## config.mk

```make
export PLATFORM = sky130hd
export DESIGN_NAME = multicycle_controller
export DESIGN_NICKNAME = d
export VERILOG_FILES = /design/src/rtl/multicycle_controller.sv
export SDC_FILE = /design/constraint.sdc
export NUM_CORES = 1
export LEC_CHECK = 0
export BUFFER_PORTS_ARGS = -buffer_cell sky130_fd_sc_hd__buf_2
export CAP_MARGIN = 20
export CORE_MARGIN = 1
export CORE_UTILIZATION = 49
export DETAILED_ROUTE_END_ITERATION = 7
export GPL_TIMING_DRIVEN = 0
export HOLD_SLACK_MARGIN = 0.06
export PLACE_DENSITY = 0.81
export SYNTH_ARGS = -nofsm -noshare
export SYNTH_HDL_FRONTEND = slang
export SYNTH_SLANG_ARGS = --single-unit
```

## constraint.sdc

```tcl
create_clock -name clk -period 2.75 [get_ports clk]
set_input_delay 0.55 -clock clk [delete_from_list [all_inputs] [get_ports clk]]
set_output_delay 0.55 -clock clk [all_outputs]
set_load 0.05 [all_outputs]
```

## src/rtl/multicycle_controller.sv

```systemverilog
// Control FSM for the multicycle RV32I core: sequences FETCH/DECODE/EXECUTE/MEMORY/WRITEBACK
// over one unified memory port. Optional cycle counter enabled by `define MCTRL_CYCLE_COUNT_EN.
module multicycle_controller #(
  parameter int MEM_TIMEOUT = 16,
  parameter int CNT_W       = 32
) (
  input  logic             clk,
  input  logic             reset,
  input  logic [6:0]       opCode,
  input  logic [2:0]       fun3,
  input  logic [6:0]       fun7,
  input  logic [4:0]       write_reg,
  input  logic             branch_taken,
  input  logic             mem_ready,
  output logic             mem_req,
  output logic             mem_we,
  output logic             mem_addr_sel,
  output logic             ir_wr,
  output logic             pc_wr,
  output logic [1:0]       pc_sel,
  output logic             ru_wr,
  output logic [1:0]       ru_data_sel,
  output logic             alu_src_b,
  output logic [1:0]       alu_op,
  output logic [2:0]       state,
  output logic             trap,
  output logic [1:0]       trap_cause,
  output logic [CNT_W-1:0] instret,
  output logic [CNT_W-1:0] cycle_count
);

  localparam logic [2:0] S_FETCH     = 3'd0;
  localparam logic [2:0] S_DECODE    = 3'd1;
  localparam logic [2:0] S_EXECUTE   = 3'd2;
  localparam logic [2:0] S_MEMORY    = 3'd3;
  localparam logic [2:0] S_WRITEBACK = 3'd4;
  localparam logic [2:0] S_TRAP      = 3'd7;

  localparam logic [6:0] OP_R      = 7'b0110011;
  localparam logic [6:0] OP_I      = 7'b0010011;
  localparam logic [6:0] OP_LOAD   = 7'b0000011;
  localparam logic [6:0] OP_STORE  = 7'b0100011;
  localparam logic [6:0] OP_BRANCH = 7'b1100011;
  localparam logic [6:0] OP_JAL    = 7'b1101111;
  localparam logic [6:0] OP_JALR   = 7'b1100111;
  localparam logic [6:0] OP_LUI    = 7'b0110111;
  localparam logic [6:0] OP_AUIPC  = 7'b0010111;

  localparam int WAIT_W = $clog2(MEM_TIMEOUT + 1);

  logic [2:0]        state_reg, state_next;
  logic [1:0]        cause_reg, cause_next;
  logic [WAIT_W-1:0] wait_cnt_reg;
  logic [CNT_W-1:0]  instret_reg;
  logic              retire;
  logic              timeout;

  logic              is_load, is_store, is_branch, is_jal, is_jalr, is_jump, opcode_legal;
  logic [1:0]        alu_op_dec, pc_sel_dec, ru_data_sel_dec;
  logic              src_b_dec;

  logic              req_c, we_c, addr_sel_c, ir_wr_c, pc_wr_c, ru_wr_c, src_b_c;
  logic [1:0]        pc_sel_c, ru_data_sel_c, alu_op_c;

  // fun3/fun7 are decoded by the ALU control downstream when alu_op == 2
  logic unused_fields;
  assign unused_fields = ^{fun3, fun7};

  assign is_load   = (opCode == OP_LOAD);
  assign is_store  = (opCode == OP_STORE);
  assign is_branch = (opCode == OP_BRANCH);
  assign is_jal    = (opCode == OP_JAL);
  assign is_jalr   = (opCode == OP_JALR);
  assign is_jump   = is_jal | is_jalr;

  assign opcode_legal = (opCode == OP_R) | (opCode == OP_I) | is_load | is_store | is_branch |
                        is_jump | (opCode == OP_LUI) | (opCode == OP_AUIPC);

  assign pc_sel_dec      = is_jal ? 2'd1 : (is_jalr ? 2'd2 : 2'd0);
  assign ru_data_sel_dec = is_load ? 2'd1 : (is_jump ? 2'd2 : 2'd0);

  always_comb begin
    alu_op_dec = 2'd0;
    src_b_dec  = 1'b0;
    case (opCode)
      OP_R:                       alu_op_dec = 2'd2;
      OP_I:      begin alu_op_dec = 2'd2; src_b_dec = 1'b1; end
      OP_LUI:    begin alu_op_dec = 2'd3; src_b_dec = 1'b1; end
      OP_AUIPC,
      OP_LOAD,
      OP_STORE:  begin alu_op_dec = 2'd0; src_b_dec = 1'b1; end
      OP_BRANCH:                  alu_op_dec = 2'd1;
      default: ;
    endcase
  end

  // Completion is tested before timeout, so a late ready still wins
  assign timeout = (wait_cnt_reg == WAIT_W'(MEM_TIMEOUT - 1));

  always_comb begin
    state_next    = state_reg;
    cause_next    = cause_reg;
    retire        = 1'b0;
    req_c         = 1'b0;
    we_c          = 1'b0;
    addr_sel_c    = 1'b0;
    ir_wr_c       = 1'b0;
    pc_wr_c       = 1'b0;
    pc_sel_c      = 2'd0;
    ru_wr_c       = 1'b0;
    ru_data_sel_c = 2'd0;
    src_b_c       = 1'b0;
    alu_op_c      = 2'd0;
    case (state_reg)
      S_FETCH: begin
        req_c = 1'b1;
        if (mem_ready) begin
          ir_wr_c    = 1'b1;
          state_next = S_DECODE;
        end else if (timeout) begin
          state_next = S_TRAP;
          cause_next = 2'd2;
        end
      end
      S_DECODE: begin
        if (opcode_legal) begin
          state_next = S_EXECUTE;
        end else begin
          state_next = S_TRAP;
          cause_next = 2'd1;
        end
      end
      S_EXECUTE: begin
        alu_op_c = alu_op_dec;
        src_b_c  = src_b_dec;
        if (is_branch) begin
          pc_wr_c    = 1'b1;
          pc_sel_c   = branch_taken ? 2'd1 : 2'd0;
          retire     = 1'b1;
          state_next = S_FETCH;
        end else if (is_load | is_store) begin
          state_next = S_MEMORY;
        end else begin
          if (is_jump) begin
            pc_sel_c      = pc_sel_dec;
            ru_data_sel_c = 2'd2;
          end
          state_next = S_WRITEBACK;
        end
      end
      S_MEMORY: begin
        req_c      = 1'b1;
        addr_sel_c = 1'b1;
        we_c       = is_store;
        alu_op_c   = alu_op_dec;
        src_b_c    = src_b_dec;
        if (mem_ready) begin
          if (is_store) begin
            pc_wr_c    = 1'b1;
            retire     = 1'b1;
            state_next = S_FETCH;
          end else begin
            state_next = S_WRITEBACK;
          end
        end else if (timeout) begin
          state_next = S_TRAP;
          cause_next = 2'd3;
        end
      end
      S_WRITEBACK: begin
        alu_op_c      = alu_op_dec;
        src_b_c       = src_b_dec;
        ru_wr_c       = (write_reg != 5'd0);
        ru_data_sel_c = ru_data_sel_dec;
        pc_wr_c       = 1'b1;
        pc_sel_c      = pc_sel_dec;
        retire        = 1'b1;
        state_next    = S_FETCH;
      end
      S_TRAP: ;
      default: state_next = S_FETCH;
    endcase
  end

  always_ff @(posedge clk or negedge reset) begin
    if (!reset) begin
      state_reg    <= S_FETCH;
      cause_reg    <= 2'd0;
      wait_cnt_reg <= '0;
      instret_reg  <= '0;
    end else begin
      state_reg  <= state_next;
      cause_reg  <= cause_next;
      if (retire) begin
        instret_reg <= instret_reg + CNT_W'(1);
      end
      if (state_next != state_reg) begin
        wait_cnt_reg <= '0;
      end else if (req_c && !mem_ready) begin
        wait_cnt_reg <= wait_cnt_reg + WAIT_W'(1);
      end
    end
  end

  // Gating with reset drops an in-flight request the instant reset falls
  assign mem_req      = reset & req_c;
  assign mem_we       = reset & we_c;
  assign mem_addr_sel = reset & addr_sel_c;
  assign ir_wr        = reset & ir_wr_c;
  assign pc_wr        = reset & pc_wr_c;
  assign ru_wr        = reset & ru_wr_c;
  assign alu_src_b    = reset & src_b_c;
  assign pc_sel       = reset ? pc_sel_c      : 2'd0;
  assign ru_data_sel  = reset ? ru_data_sel_c : 2'd0;
  assign alu_op       = reset ? alu_op_c      : 2'd0;

  assign state      = state_reg;
  assign trap       = (state_reg == S_TRAP);
  assign trap_cause = cause_reg;
  assign instret    = instret_reg;

`ifdef MCTRL_CYCLE_COUNT_EN
  logic [CNT_W-1:0] cycle_reg;

  always_ff @(posedge clk or negedge reset) begin
    if (!reset) begin
      cycle_reg <= '0;
    end else if (state_reg != S_TRAP) begin
      cycle_reg <= cycle_reg + CNT_W'(1);
    end
  end

  assign cycle_count = cycle_reg;
`else
  assign cycle_count = '0;
`endif

endmodule

```

==> results_dict.tcl, run 1 <==
set metrics [dict create \
    synthFlopType "dfrtp_1" \
    synthArstFlopShare 1.00 \
    max_freq_mhz 380 \
    clockBufferDepth 2 \
    min_period_ns 2.63 \
    r2r_start "state[0]" \
    crit_start "state[0]" \
    post_drt_via_cell_ratio 5.01 \
    rows 26 \
    grt_max_degree 49 \
    cp.arrival_ns 2.08 \
    hold_viol 0 \
    startpoint_type "register" \
    cts_hold_buf 0 \
    die_w_um 76.5 \
    area_growth_pct 24.9 \
    antenna_cells 0 \
    postLayoutCellArea_mm2 0.00340 \
    grt_overflow 0 \
    drtAntennaViolNets 0 \
    timing.max_slew.rel_slack 0.428 \
    fin_total_pwr_mw 2.22 \
    status "complete, no violations" \
    cts.clk_slew.worst_paths_ns 0.08 \
    avgSynthCellArea_um2 9.28 \
    core_area_mm2 0.00524 \
    num_vias 2338 \
    path_class "reg -> out" \
    die_h_um 76.5 \
    fill_cells 468 \
    post_drt_wl_per_cell_um 12.4 \
    leakage_nw 1.61 \
    r2r-end "instret[18]" \
    drcViolationCount 0 \
    yosysWarnings 0 \
    fin_hold_ws_ns 0.106 \
    post-route-util 0.649 \
    multi_input_area_mm2 0.00150 \
    register_area_mm2 0.00105 \
    synth_edf_count 0 \
    rr_worst_depth 6 \
    slew_violations 0 \
    initial_utilization 0.519 \
    wirelength_um 5780 \
    portBuffers 65 \
    grt_pass1_vias 1992 \
    peakVddDrop_v 0.000617 \
    grt_usage 0.196 \
    setup_viol 0 \
    place_inst 459 \
    tritoncts "built" \
    setup_ws_ns 0.120 \
    crit_required_ns 2.20 \
    gp_congestion 0.894 \
    finClkSkew_ns 0.00652 \
    grt_pass1_wl_um 9240 \
    power.density_mw_per_mm2 654 \
    tightestPinTransition_ns 0.852 \
    rsz0062_at_grt "false" \
    cts_sinks 42 \
    antenna_found_initial 0 \
    netlist_instances 293 \
    dp_hpwl_um 4310 \
    pre_cts_slack_ns -0.457 \
    fin_cells 467 \
    worstHoldPathType "in -> async" \
    largest_reg_flops 32 \
    synth_cell_types 57 \
    cp_max_fo 8 \
    fin_crit_sh 0.956 \
    firstDrtPassIters 4 \
    first_iter_violations 102 \
    cap_violations 0 \
    cts_root_buffer "clkbuf_8" \
    seq_area_frac_synth 0.386 \
    clk_latency_ns 0.29 \
    cp-end-kind "output port" \
    dpl_cell_area_mm2 0.00328 \
    yosys_register_bits 42 \
    htree_levels 2 \
    syn_area_mm2 0.00272 \
    rrSetupSlack_ns 0.53 \
    nets 425 \
    die_area_mm2 0.00585 \
    post_cts_buffers 0 \
    fin_tns_setup_ns 0 \
    io_pins 109 \
    drive_gt1_frac 0.332 \
    cts-buffers-inserted 5 \
]
## power by group
part | total (mW) | internal, mW | leakage [nW] | switching, mW
logic | 1.02 | 0.290 | 1.05 | 0.735
registers | 0.769 | 0.690 | 0.504 | 0.0790
clock network | 0.426 | 0.208 | 0.0489 | 0.219
## cell families after synthesis
kind of cell / share of synthesized area
AND/OR/NAND/NOR: 0.285
multiplexers: 0.0115
other: 0.00138
buffers and inverters: 0.119
adder cells (fa/ha/maj): 0.0138
XOR/XNOR: 0.116
AO/OA/AOI/OAI: 0.0672
flip-flops: 0.386
## critical path, cell delays in order (launching register included)
cell	delay, ns
dfrtp_1	0.38
clkbuf_1	0.21
nor2b_1	0.30
nand2_1	0.08
or4_1	0.42
a21oi_2	0.14
buf_2	0.28
## worst max path at each step
stage	to	slack, ns
floorplan	alu_op[1]	-0.19
global placement	pc_sel[0]	-0.43
detailed placement	pc_sel[0]	-0.46
CTS	pc_sel[0]	0.03
global route	alu_op[1]	0.01
finish	pc_sel[0]	0.12
## cell type report
type	count	share of cell area
plain buffers	42	0.0847
clock buffers	7	0.0254
clock inverters	1	0.00258
inverters	10	0.0110
multi-input cells	230	0.440
flip-flops and latches	42	0.309
well taps	70	0.0258
repair buffers	65	0.101
## placed cells by master, fill, tap and decap left out, types with 2 or more instances in the layout
cell      netlist  layout
a211oi_1        2       2
nand2b_1        2       2
nand2_1        20      20
nand4_1         7       7
ha_1            3       3
nor3_1         17      14
and3b_1         2       2
buf_4          32      33
inv_1          10      10
clkbuf_1        8       8
and3_1          6       5
o21ai_0         4       4
dfrtp_1        42      42
and4bb_2        2       2
conb_1          1      32
xor2_1         19      19
nor4_1          2       2
or3_1           2       2
nor3_2          6       9
buf_2           1      64
a21oi_1         7       6
a21boi_0        2       2
nor2b_1         7       7
nand3_1        12      12
mux2i_1         2       2
xnor2_1        17      17
nor2_1         22      21
and2_1          3       3
nor3b_1         4       3
clkbuf_8        0       6
## synthesized netlist by cell type, types with 2 or more instances
library cell / n / area share
and4bb_2: 2 / 0.0092
nor3b_1: 4 / 0.011
xor2_1: 19 / 0.061
nor4b_1: 2 / 0.0064
nand2_1: 20 / 0.028
nand4_1: 7 / 0.016
a211oi_1: 2 / 0.0055
and3_1: 6 / 0.014
xnor2_1: 17 / 0.055
nor3_1: 17 / 0.031
nand3_1: 12 / 0.022
o21ai_0: 4 / 0.0074
nor2b_1: 7 / 0.016
ha_1: 3 / 0.014
nand2b_1: 2 / 0.0046
nor2_1: 22 / 0.030
nor4_1: 2 / 0.0046
clkbuf_1: 8 / 0.011
a21oi_1: 7 / 0.013
buf_4: 32 / 0.088
mux2i_1: 2 / 0.0074
and3b_1: 2 / 0.0064
a21boi_0: 2 / 0.0055
inv_1: 10 / 0.014
or3_1: 2 / 0.0046
nor3_2: 6 / 0.022
dfrtp_1: 42 / 0.39
and2_1: 3 / 0.0069
## routing by layer
layer / track usage / vias up / wire, µm
met3: 0.0395 / 9 / 328
met4: 0.0596 / 0 / 72
li1: - / 1154 / -
met5: 0 / - / 0
met2: 0.318 / 82 / 2700
met1: 0.263 / 1093 / 2680
## what timing repair did
item                                    in CTS  in global routing
resized for setup                            2                  8
cloned                                       0                  0
endpoints found under the setup margin       5                  3
(Power assumes the default switching activity.)
==> inputs of run 2 (changes only) <==
--- a/config.mk
+++ b/config.mk
@@ -10,7 +10,7 @@
 export CORE_MARGIN = 1
 export CORE_UTILIZATION = 49
 export DETAILED_ROUTE_END_ITERATION = 7
-export GPL_TIMING_DRIVEN = 0
+export GPL_TIMING_DRIVEN = 1
 export HOLD_SLACK_MARGIN = 0.06
 export PLACE_DENSITY = 0.81
 export SYNTH_ARGS = -nofsm -noshare
==> run 2 against run 1 <==
  * First-iteration DRC count increased by 0.98%
  * Maximum frequency increased by 6.2%
  * Sequential share of layout area increased by 2.0 points
  * Largest cell class unchanged
  * Die area unchanged
  * Final cell count decreased by 7.3%
  * Via count decreased by 2.9%
==> results_dict.tcl, run 2 (same netlist as run 1, synthesis figures left out) <==
set metrics [dict create \
    crit_path_top_delay_cell "dfrtp_1" \
    startpoint_type "register" \
    clk_latency_ns 0.30 \
    r2r-end "instret[23]" \
    grt_pass1_vias 2129 \
    p_sw_mw 1.04 \
    die_area_mm2 0.00585 \
    antenna_cells 0 \
    layout_common_cells "66 x buf_2, 42 x dfrtp_1, 32 x conb_1" \
    path_class "reg -> out" \
    swShare 0.438 \
    cts_hold_buf 0 \
    hold_viol 0 \
    initial_utilization 0.519 \
    combinationalPowerShare 0.424 \
    grt_max_degree 39 \
    first_iter_violations 103 \
    cp.arrival_ns 1.93 \
    place_inst 425 \
    dpl_cell_area_mm2 0.00305 \
    dp_hpwl_um 4270 \
    core_area_mm2 0.00524 \
    cts_sinks 42 \
    wirelength_um 5810 \
    portBuffers 66 \
    nets 391 \
    die_h_um 76.5 \
    grt-busiest-layer "met2" \
    cts.clk_slew.worst_paths_ns 0.08 \
    cp_max_fo 11 \
    rsz0062_at_grt "false" \
    drcViolationCount 0 \
    endpoint "pc_wr" \
    max_freq_mhz 404 \
    firstDrtPassIters 4 \
    clockBufferDepth 2 \
    io_pins 109 \
    min_period_ns 2.48 \
    met2_usage 0.337 \
    setup_ws_ns 0.273 \
    fin_tns_setup_ns 0 \
    rows 26 \
    setup_viol 0 \
    power.density_mw_per_mm2 741 \
    cp_slowest_stage_delay_ns 0.46 \
    drive_gt1_frac 0.289 \
    htree_levels 2 \
    cts_root_buffer "clkbuf_8" \
    tightestPinTransition_ns 0.705 \
    cp-end-kind "output port" \
    post_cts_buffers 0 \
    ctsResizeCount 0 \
    cp_num_cells 6 \
    grtUsageMet3 0.0407 \
    postLayoutCellArea_mm2 0.00319 \
    worstHoldPathType "in -> async" \
    slew_violations 0 \
    tritoncts "built" \
    gp_congestion 0.874 \
    grt_usage 0.209 \
    r2r_start "instret[2]" \
    pre_cts_slack_ns 0.350 \
    drtAntennaViolNets 0 \
    grt_pass1_wl_um 9980 \
    crit_required_ns 2.20 \
    crit_chain "buf_4, and4bb_2, o211a_1, nor2_1, nor2b_1, buf_2" \
    antenna_found_initial 0 \
    area_growth_pct 17.2 \
    leakage_nw 1.46 \
    rrSetupSlack_ns 0.51 \
    p_int_mw 1.33 \
    post_drt_via_cell_ratio 5.24 \
    rr_worst_depth 5 \
    post_drt_wl_per_cell_um 13.4 \
    peakVddDrop_v 0.000643 \
    clockPowerShare 0.252 \
    crit_family "simple AND/OR/NAND/NOR gates" \
    finClkSkew_ns 0.00899 \
    cap_violations 0 \
    crit_buf_inv 2 \
    final_common_cell "buf_2" \
    fin_cells 433 \
    status "complete, no violations" \
    grt_overflow 0 \
    timing.max_slew.rel_slack 0.526 \
    fin_crit_sh 0.901 \
    largest_reg_flops 32 \
    num_vias 2271 \
    die_w_um 76.5 \
    pwr-share-seq 0.324 \
    cts-buffers-inserted 5 \
    crit_start "state[2]" \
    globalRouteMet1Util 0.284 \
]
==> run 2: changes by cell type in the layout (fill, tap and decap cells not counted) <==
cell	change
buf_4	-26
clkbuf_1	-8
buf_2	+2
bufinv_16	+2
buf_12	-1
buf_6	-1
clkbuf_2	-1
clkbuf_8	-1
clkinv_4	+1
inv_6	-1
nor2_1	+1
nor2_2	-1
==> run 2: per-stage QoR <==
step / utilization / total power, mW / hold slack (ns)
after floorplan: - / 1.58 / 0.254
after global placement: 0.583 / 1.76 / 0.470
after detailed placement: 0.583 / 1.78 / 0.478
after CTS: 0.609 / 2.37 / 0.165
after global routing: 0.609 / 2.48 / 0.179
final: 0.609 / 2.36 / 0.173
==> run 2: how the worst min path moves through the flow <==
stage / end / slack, ns / depth (start not counted)
after CTS: trap_cause[0] / 0.16 / 2
after floorplan: instret[0] / 0.25 / 0
final: trap_cause[0] / 0.17 / 2
after global routing: wait_cnt_reg[4] / 0.18 / 2
after global placement: instret[15] / 0.47 / 1
after detailed placement: instret[15] / 0.48 / 1
==> run 2: area by class of cell <==
| type | instances | area (µm²) |
|---|---|---|
| Fill cell | 480 | 2050 |
| Sequential cell | 42 | 1050 |
| Inverter | 10 | 37.5 |
| Clock buffer | 5 | 68.8 |
| Clock inverter | 3 | 68.8 |
| Timing Repair Buffer | 73 | 383 |
| Tap cell | 70 | 87.6 |
| Multi-Input combinational cell | 230 | 1490 |
==> run 2: power by group through the flow <==
stage / Sequential, mW / Clock (mW) / Combinational [mW]
after detailed placement: 0.778 / 0 / 0.998
after floorplan: 0.989 / 0 / 0.594
after global placement: 0.775 / 0 / 0.985
after global routing: 0.779 / 0.627 / 1.07
after CTS: 0.767 / 0.606 / 1.00
final: 0.766 / 0.594 / 1.00
==> run 2: layer usage <==
layer,vias up,wire [µm]
li1,1086,-
met1,1095,2640
met2,84,2790
met3,6,309
met4,0,76
met5,-,0
==> inputs of run 3 (changes only) <==
--- a/config.mk
+++ b/config.mk
@@ -7,7 +7,7 @@
 export LEC_CHECK = 0
 export BUFFER_PORTS_ARGS = -buffer_cell sky130_fd_sc_hd__buf_2
 export CAP_MARGIN = 20
-export CORE_MARGIN = 1
+export CORE_MARGIN = 3
 export CORE_UTILIZATION = 49
 export DETAILED_ROUTE_END_ITERATION = 7
 export GPL_TIMING_DRIVEN = 1
==> run 3 against run 2 <==
  * Non-clock buffer count grew 1
  * Flip-flop and latch count is the same
  * Maximum frequency fell by 2.3%
  * Clock-buffer cell count increased by 1
  * Largest cell class unchanged
==> results_dict.tcl, run 3 (same netlist as run 1, synthesis figures left out) <==
set metrics [dict create \
    initial_utilization 0.519 \
    drcViolationCount 0 \
    drive_gt1_frac 0.291 \
    nets 392 \
    area_growth_pct 16.0 \
    startpoint_type "register" \
    tightestPinTransition_ns 0.567 \
    slew_violations 0 \
    antenna_cells 0 \
    layout_common_cells "66 x buf_2, 42 x dfrtp_1, 32 x conb_1" \
    worstHoldPathType "in -> async" \
    cts_hold_buf 0 \
    rows 26 \
    place_inst 426 \
    register_area_mm2 0.00105 \
    clockBufferDepth 2 \
    crit_required_ns 2.20 \
    hold_viol 0 \
    fin_cells 434 \
    post_drt_wl_per_cell_um 13.7 \
    pre_cts_slack_ns 0.343 \
    die_w_um 80.5 \
    fin_hold_ws_ns 0.196 \
    firstDrtPassIters 4 \
    wirelength_um 5970 \
    cp-end-kind "output port" \
    peakVddDrop_v 0.000674 \
    drtAntennaViolNets 0 \
    leakage_nw 1.45 \
    final_common_cell "buf_2" \
    cp_max_fo 9 \
    timing.max_slew.rel_slack 0.622 \
    cts_root_buffer "clkbuf_8" \
    status "complete, no violations" \
    ctsResizeCount 0 \
    tritoncts "built" \
    fill_cells 487 \
    finClkSkew_ns 0.00630 \
    cts-buffers-inserted 5 \
    cp.arrival_ns 1.99 \
    crit_chain "nor2_1, nand2_1, a211oi_1, nand2_1, nor4b_2, buf_2" \
    grt_pass1_wl_um 9870 \
    grt_max_degree 36 \
    rsz0062_at_grt "false" \
    grt_usage 0.193 \
    die_h_um 80.5 \
    die_area_mm2 0.00648 \
    io_pins 109 \
    antenna_found_initial 0 \
    cap_violations 0 \
    multi_input_area_mm2 0.00149 \
    fin_crit_sh 0.922 \
    min_period_ns 2.54 \
    grt_overflow 0 \
    clk_latency_ns 0.30 \
    cts_sinks 42 \
    gp_congestion 0.854 \
    portBuffers 66 \
    setup_viol 0 \
    num_vias 2249 \
    largest_reg_flops 32 \
    htree_levels 2 \
    post_drt_via_cell_ratio 5.18 \
    grt_pass1_vias 2113 \
    max_freq_mhz 394 \
    crit_top_cell "nand2_1" \
    first_iter_violations 138 \
    setup_ws_ns 0.214 \
    cp_slowest_stage_delay_ns 0.48 \
    cts.clk_slew.worst_paths_ns 0.08 \
    power.density_mw_per_mm2 697 \
    path_class "reg -> out" \
    post_cts_buffers 0 \
    dp_hpwl_um 4450 \
    core_area_mm2 0.00524 \
    crit_path_top_delay_cell "dfrtp_1" \
]
==> run 3: critical path: cells and delay by family (launching register included) <==
kind	cells	cell delay [ns]
and+or+nand+nor	4	0.68
AOI/OAI and AO/OA	1	0.26
buffers and inverters	1	0.29
DFF	1	0.48
==> run 3: power breakdown <==
part	switching [mW]	leakage (nW)	internal, mW
Combinational	0.719	0.897	0.280
Clock	0.213	0.0472	0.202
Sequential	0.0931	0.504	0.690
==> run 3: final cells by class <==
type / instances / share of cell area
clock buffer: 6 / 0.0262
clock inverter: 2 / 0.00397
inverter: 10 / 0.0119
multi-input combinational: 230 / 0.473
sequential: 42 / 0.333
tap: 70 / 0.0278
timing repair buffer: 74 / 0.124
==> run 3: path summary, 6_finish.rpt <==
path	from	to	depth (start not counted)	slack (ns)
max	state[0]	alu_op[1]	6	0.21
min	reset	instret[29]	2	0.20
max reg2reg	instret[2]	instret[25]	5	0.52
min reg2reg	instret[31]	instret[31]	1	0.49
max in group asynchronous	reset	trap_cause[1]	3	1.89
min in group clk	instret[31]	instret[31]	1	0.49
==> run 3: per-layer routing <==
metal | vias to the layer above | global-route usage | routed length, µm
met4 | 0 | 0.0574 | 63
met3 | 6 | 0.0381 | 309
met2 | 61 | 0.316 | 2900
met5 | - | 0 | 0
met1 | 1085 | 0.258 | 2690
li1 | 1097 | - | -
==> run 3: per-stage QoR <==
| step | total power [mW] | area [µm²] | TNS [ns] | util |
|---|---|---|---|---|
| 6_report | 2.20 | 3150 | 0 | 0.602 |
| 5_1_grt | 2.32 | 3150 | 0 | 0.602 |
| 4_1_cts | 2.21 | 3150 | 0 | 0.602 |
| 3_5_place_dp | 1.79 | 3060 | 0 | 0.584 |
| 3_3_place_gp | 1.77 | 3060 | 0 | 0.584 |
| 2_1_floorplan | 1.58 | 2870 | -0.189 | - |
